`config.mk`:
```
export PLATFORM = sky130hd
export DESIGN_NAME = uart_tx_arbiter
export DESIGN_NICKNAME = d
export VERILOG_FILES = /design/src/rtl/uart_tx_arbiter.sv
export SDC_FILE = /design/constraint.sdc
export NUM_CORES = 1
export LEC_CHECK = 0
export BUFFER_PORTS_ARGS = -buffer_cell sky130_fd_sc_hd__buf_2
export CAP_MARGIN = 20
export CORE_ASPECT_RATIO = 0.75
export CORE_MARGIN = 2
export CORE_UTILIZATION = 35
export CTS_BUF_LIST = sky130_fd_sc_hd__clkbuf_4 sky130_fd_sc_hd__clkbuf_8
export DETAILED_ROUTE_END_ITERATION = 12
export GPL_TIMING_DRIVEN = 0
export PLACE_DENSITY = 0.62
export SLEW_MARGIN = 20
export SYNTH_ARGS = -nofsm -noshare
export SYNTH_HDL_FRONTEND = slang
export SYNTH_SLANG_ARGS = --single-unit
```
`constraint.sdc`:
```
create_clock -name clk -period 1.55 [get_ports clk]
set_input_delay 0.155 -clock clk [delete_from_list [all_inputs] [get_ports clk]]
set_output_delay 0.155 -clock clk [all_outputs]
set_load 0.005 [all_outputs]
```
`src/rtl/uart_tx_arbiter.sv`:
```
// uart_tx_arbiter
// Shares one UART TX core between two single-byte producers. Each producer
// owns a one-byte holding register; a round-robin scheduler issues held bytes
// to the TX core over a start/busy handshake, with an optional idle gap after
// each frame and a guard against a TX core that never raises busy.
module uart_tx_arbiter #(
    parameter int DATA_W     = 8,
    parameter int GAP_CYCLES = 0,
    parameter int BUSY_TO    = 16
) (
    input  logic              clk,
    input  logic              resetn,
    input  logic              req0_valid,
    input  logic [DATA_W-1:0] req0_data,
    output logic              req0_ready,
    input  logic              req1_valid,
    input  logic [DATA_W-1:0] req1_data,
    output logic              req1_ready,
    output logic              tx_start,
    output logic [DATA_W-1:0] tx_data,
    input  logic              tx_busy,
    output logic              grant_id,
    output logic              active
);

    // One counter serves both the busy timeout and the gap, so it is sized
    // for whichever of the two needs more range.
    localparam int CNT_MAX = (BUSY_TO > GAP_CYCLES) ? BUSY_TO : GAP_CYCLES;
    localparam int CNT_W   = (CNT_MAX > 1) ? $clog2(CNT_MAX) : 1;

    localparam logic [CNT_W-1:0] BUSY_LAST = CNT_W'(BUSY_TO - 1);
    localparam logic [CNT_W-1:0] GAP_LAST  = CNT_W'(GAP_CYCLES - 1);

    typedef enum logic [2:0] {
        IDLE,
        ISSUE,
        WAIT_BUSY,
        WAIT_DONE,
        GAP
    } state_t;

    state_t            state;
    state_t            state_next;
    logic [CNT_W-1:0]  cnt;
    logic [CNT_W-1:0]  cnt_next;

    logic              full0;
    logic              full1;
    logic [DATA_W-1:0] held0;
    logic [DATA_W-1:0] held1;
    logic              last_grant;

    logic              sel;
    logic              winner;

    // A requester may hand over a new byte whenever its holding register is empty.
    assign req0_ready = ~full0;
    assign req1_ready = ~full1;

    // tx_start is a decode of the registered state, so it is glitch-free and
    // lasts exactly the single ISSUE cycle.
    assign tx_start = (state == ISSUE);
    assign active   = (state != IDLE);

    // Winner selection: the only full register, or on a tie the one not served last.
    assign winner = (full0 && full1) ? ~last_grant : full1;

    // State register and shared timeout/gap counter.
    always_ff @(posedge clk or negedge resetn) begin
        // NOTE: sequential state uses non-blocking assignments so every register
        // samples pre-edge values; blocking here would make results depend on
        // statement order and diverge between simulation and synthesis.
        if (!resetn) begin
            state <= IDLE;
            cnt   <= '0;
        end else begin
            state <= state_next;
            cnt   <= cnt_next;
        end
    end

    // Next-state logic: select, issue, wait for busy (with timeout), wait for
    // frame end, optional gap.
    always_comb begin
        // NOTE: every output of this block is defaulted first so no path through
        // the case statement leaves one unassigned, which would infer a latch.
        state_next = state;
        cnt_next   = cnt;
        sel        = 1'b0;
        case (state)
            IDLE: begin
                if (full0 || full1) begin
                    sel        = 1'b1;
                    state_next = ISSUE;
                end
            end
            ISSUE: begin
                state_next = WAIT_BUSY;
                cnt_next   = '0;
            end
            WAIT_BUSY: begin
                // A TX core that never answers must not stall both producers;
                // after the timeout the byte is treated as sent.
                if (tx_busy || (cnt == BUSY_LAST)) begin
                    state_next = WAIT_DONE;
                end else begin
                    cnt_next = cnt + CNT_W'(1);
                end
            end
            WAIT_DONE: begin
                if (!tx_busy) begin
                    if (GAP_CYCLES > 0) begin
                        state_next = GAP;
                        cnt_next   = GAP_LAST;
                    end else begin
                        state_next = IDLE;
                    end
                end
            end
            GAP: begin
                if (cnt == '0) begin
                    state_next = IDLE;
                end else begin
                    cnt_next = cnt - CNT_W'(1);
                end
            end
            default: state_next = IDLE;
        endcase
    end

    // Holding registers, issued byte and round-robin history.
    always_ff @(posedge clk or negedge resetn) begin
        if (!resetn) begin
            // NOTE: the byte registers are reset as well: a reset must drop held
            // bytes and drive tx_data to zero, and there are only a few of them.
            full0      <= 1'b0;
            full1      <= 1'b0;
            held0      <= '0;
            held1      <= '0;
            tx_data    <= '0;
            grant_id   <= 1'b0;
            last_grant <= 1'b1;
        end else begin
            // Capture and issue never target the same register in one cycle:
            // capture needs it empty, issue needs it full.
            if (req0_valid && !full0) begin
                held0 <= req0_data;
                full0 <= 1'b1;
            end
            if (req1_valid && !full1) begin
                held1 <= req1_data;
                full1 <= 1'b1;
            end
            if (sel) begin
                tx_data    <= winner ? held1 : held0;
                grant_id   <= winner;
                last_grant <= winner;
                if (winner) begin
                    full1 <= 1'b0;
                end else begin
                    full0 <= 1'b0;
                end
            end
        end
    end

endmodule

```
Word-level counts from Yosys, hierarchy flattened --
Index checks and enable logic that the tools add are counted.
Storage, ports and cells: register bits 35, latch bits 0, memory bits (writable) 0, memory bits (read-only) 0, output and inout port bits 13, logic and storage cells 56, memories 0
Cells by class: add/sub/neg operators 2, multipliers 0, div/mod/pow operators 0, $lt $le $gt $ge 0, equality and inequality tests 11, shift operators 0, multiplexer cells 18, bitwise logic cells 3, reductions and logical operators 13
Operators with widths (count):
- case mux 3 bit (5 select lines) | 1
- two-way mux 3 bit | 4
- != test 2 bit (second input constant) | 6
- case mux 4 bit (3 select lines) | 1
- two-way mux 1 bit | 9
- two-way mux 4 bit | 2
- two-way mux 8 bit | 1
- == test 3 x 2 -> 1 bit (second input constant) | 2
- nonzero test 3 bit | 2
- adder 4 x 1 -> 4 bit (second input constant) | 1
- == test 4 bit (second input constant) | 1
- zero test 4 bit | 1
- AND reduction 4 bit | 1
- subtractor 4 x 1 -> 4 bit (second input constant) | 1
- == test 3 x 1 -> 1 bit (second input constant) | 1
- == test 3 bit (second input constant) | 1
- logical AND 1 bit | 3
- zero test 3 bit | 1
- inverter 1 bit | 3
- AND reduction 3 bit | 1
- zero test 1 bit | 2
- logical OR 1 bit | 2

Logic depth before layout (Yosys ltp) --
word-level depth 5, depth in mapped cells 6, depth with buffers taken out 5

Least setup slack after synthesis --
Ideal clock, no wire load.
path type reg2reg, start point register state[0], end point register state[1], setup time 0.125 ns, data arrival time 1.470 ns, data required time 1.425 ns, slack -0.045 ns, stages on the path, launching flop included 6, buffers on the path 0, clock period less this slack 1.595 ns, path through dfrtp_1 -> inv_1 -> ha_1 -> and2b_4 -> a221o_2 -> mux2_4
Between the ends: longest elaborated chain between the ends 3
RTL lines:
- start: declaration | line 42 | state_t state;
- start signal: assignment | line 77 | state <= state_next;
- == test 3 bit, or another cell as far along | line 90 | case (state)
- != test 2 bit (no source line)
- AND reduction 4 bit (no source line)
Several ways; a longest one is shown, not always the timed one. A chain may end at the register's enable or synchronous reset.

Worst setup path after layout --
start point register state[1], end point register state[1]
Same word-level chain as after synthesis.

==> flow_summary_export.csv <==
group,metric,value,unit
status,status,"complete, but fails checks",
status,violations,"setup timing",
route,drt_iter0_markers,61,
route,ant_nets,0,
logic_synthesis,synth_edf_count,0,
cells_and_area,final_util,48.7,%
setup_path,path_class,"reg -> reg",
setup_path,arrival,1.77,ns
sta,tightest_slew,0.760,ns
pwr,leakagePower,0.968,nW
logic_synthesis,seq_area_frac_synth,56.7,%
setup_path,required,1.72,ns
pwr,power_per_cell_area,2080,nW/um2
worst_hold_path,min_to,"held1[4]$_DFFE_PN0P_",
logic_synthesis,yosys.cell_types.count,30,
grt,antenna_found_initial,0,
clock_network,cts_tree,"done",
place,io_buffers,33,
logic_synthesis,syn-cell-area,1500,um2
clock_network,clkLatencyLatePin,0.29,ns
sta,relSlewSlack,49.0,%
logic_synthesis,synth_nets,142,
floorplanning,fp-row-count,20,
grt,grt_pass1_vias,1106,
sta,final-setup-viol-count,1,
pwr,clkPwrFrac,24.2,%
sta,setup_ws,-0.0495,ns
floorplanning,die_h,60.7,um
floorplanning,dieArea,4840,um2
setup_path,reg2reg_from,"state[1]$_DFFE_PN0P_",
pwr,power.internal,2.89,mW
worst_hold_path,hold_class,"in -> reg",
cells_and_area,syn2layout_area_growth,32.3,%
logic_synthesis,synth_cells,116,
sta,hold_viol_final,0,
cells_and_area,fin_nets,190,
pwr,combPwrFrac,37.6,%
sta,rsz0062_at_grt,"true",
grt,grt_start_max_net_pins,35,
cells_and_area,drive_above_1_share,50.3,%
clock_network,cts-root-buf,"clkbuf_8",
pwr,sw_frac_of_total,30.1,%
route,num_vias,1079,
route,routed_via_density,4.90,
setup_path,worstSetupEndpointType,"flip-flop",
setup_path,rrSetupSlack,-0.05,ns
sta,setup_tns,-0.0495,ns
sta,period_needed,1.60,ns
route,wl,3290,um
clock_network,cts_max_level,2,
route,drc,0,
setup_path,reg2reg_to,"state[1]$_DFFE_PN0P_",
floorplanning,io_pins,34,
setup_path,r2r_cells,4,
place,hpwl,2360,um
clock_network,numClockSinks,34,
logic_synthesis,synthArstFlopShare,100,%
clock_network,ctsLongestPathBuffers,2,
setup_path,crit_path_max_fanout,4,
clock_network,cts-buffers-inserted,5,
cells_and_area,fillers,368,
place,place_congestion,0.789,
worst_hold_path,whs_path_depth,2,
pwr,ir_drop,0.568,mV
sta,drv_slew,0,
sta,hold-worst-slack,0.0943,ns
worst_hold_path,min_from,"req1_data[4]",
logic_synthesis,ys.warnings.count,0,
pwr,seqPwrFrac,38.1,%
cells_and_area,diodes,0,
floorplanning,die_w,79.7,um
setup_path,worstSetupStartpointType,"flip-flop",
grt,grt-ovfl-total,0,
route,dr.pass1.iters,4,
sta,fin_crit_sh,103,%
logic_synthesis,syn_avg_cell_area,13.0,um2
floorplanning,coreArea,4080,um2
grt,grt_pass1_wl,5330,um
job,drv_cap,0,
sta,fmax,625,MHz
logic_synthesis,ys_ff_latch,34,
logic_synthesis,ys.flop_type,"dfrtp_1",
sta,fin_skew,0.00659,ns
clock_network,clk_pin_slew,0.07,ns
pwr,power_switching,1.24,mW
grt,grt_usage,15.1,%
floorplanning,start_util,36.8,%
route,wl_per_cell,15.0,um
## cell usage in the layout (no fill, tap or decap), drive strengths merged, types with 2 or more instances in the layout
master and n:
bufinv 2, and3 9, clkbuf 6, inv 7
mux2 17, ha 5, nand2 3, nor2 3
nand2b 2, a211oi 4, nor2b 3, a21o 2
buf 44, dfrtp 33, and2b 2, a21oi 3
a221o 9
## timing repair
| item | in CTS | in global routing |
|---|---|---|
| endpoints found under the hold margin | 33 | 0 |
| endpoints found under the setup margin | 12 | 8 |
| hold buffers | 1 | 0 |
| buffers inserted | 6 | 2 |
| pin swaps | 2 | 2 |
| gates resized for setup | 9 | 2 |
## through the flow
stage / power (mW) / setup WS (ns) / area, um2 / cells
floorplan: 2.46 / 0.000175 / 1510 / 116
global placement: 2.83 / -0.0573 / 1740 / 204
detailed placement: 2.92 / -0.149 / 1740 / 204
CTS: 4.11 / -0.0324 / 1960 / 218
global route: 4.42 / -0.0746 / 1990 / 220
finish: 4.13 / -0.0495 / 1990 / 220
## cell families after synthesis
logic type                 count (synthesis)  synth area share (%)
buffers and inverters                     11                  3.00
AOI/OAI and AO/OA                         22                  12.0
and+or+nand+nor                           26                  10.5
adders and majority gates                  5                  4.16
DFF                                       34                  56.7
muxes                                     18                  13.7
## Yosys cell counts, drive strengths merged, types with 2 or more instances
cell	number	area, um2
buf	3	15.0
nor2	3	11.3
a21o	2	15.0
a21oi	3	15.0
and2b	2	18.8
dfrtp	33	826
and3	9	57.6
nand2b	2	12.5
ha	5	62.6
a221o	9	91.3
nor2b	3	18.8
inv	7	26.3
nand2	3	11.3
a211oi	4	30.0
mux2	17	195
## worst max-delay path by stage
stage | slack (ns) | startpoint | depth (start not counted) | end
after global placement | -0.06 | state[0]$_DFFE_PN0P_ | 6 | tx_data[5]$_DFFE_PN0P_
after global routing | -0.07 | state[0]$_DFFE_PN0P_ | 5 | state[1]$_DFFE_PN0P_
final | -0.05 | state[1]$_DFFE_PN0P_ | 4 | state[1]$_DFFE_PN0P_
after CTS | -0.03 | state[1]$_DFFE_PN0P_ | 4 | state[1]$_DFFE_PN0P_
after floorplan | 0.0002 | state[0]$_DFFE_PN0P_ | 5 | state[1]$_DFFE_PN0P_
after detailed placement | -0.15 | state[0]$_DFFE_PN0P_ | 5 | state[1]$_DFFE_PN0P_
## layer usage
layer  wire, um  global-route usage (%)
met5          0                       0
met4         52                    8.37
met3        148                    3.42
met2       1580                    23.8
met1       1510                    19.6
## area by class of cell
cell class	count	area, um2	area share [%]
flip-flops and latches	34	853	42.9
clock buffers	6	82.6	4.15
plain buffers	3	17.5	0.881
inverters	7	26.3	1.32
clock inverters	2	60.1	3.02
repair buffers	42	235	11.8
well taps	55	68.8	3.46
multi-input cells	71	644	32.4
## power groups by stage
stage          Sequential (mW)  Combinational (mW)  Clock (mW)
6_report                  1.58                1.56        1.00
5_1_grt                   1.63                1.72        1.07
4_1_cts                   1.57                1.52        1.02
3_5_place_dp              1.58                1.34           0
3_3_place_gp              1.56                1.27           0
2_1_floorplan             1.52               0.933           0
## state kept, by name, indices dropped and copies added (netlist names)
register and flops:
cnt 4, full1 1, state 2, grant_id 1
held1 8, full0 1, held0 8, tx_data 8
last_grant 1
## critical path, cell delays in order (launching register included)
cell	delay, ns
dfrtp_2	0.45
ha_4	0.18
and2b_4	0.16
a221o_2	0.39
mux2_4	0.31
No activity file was read; power rests on OpenSTA's default activity.
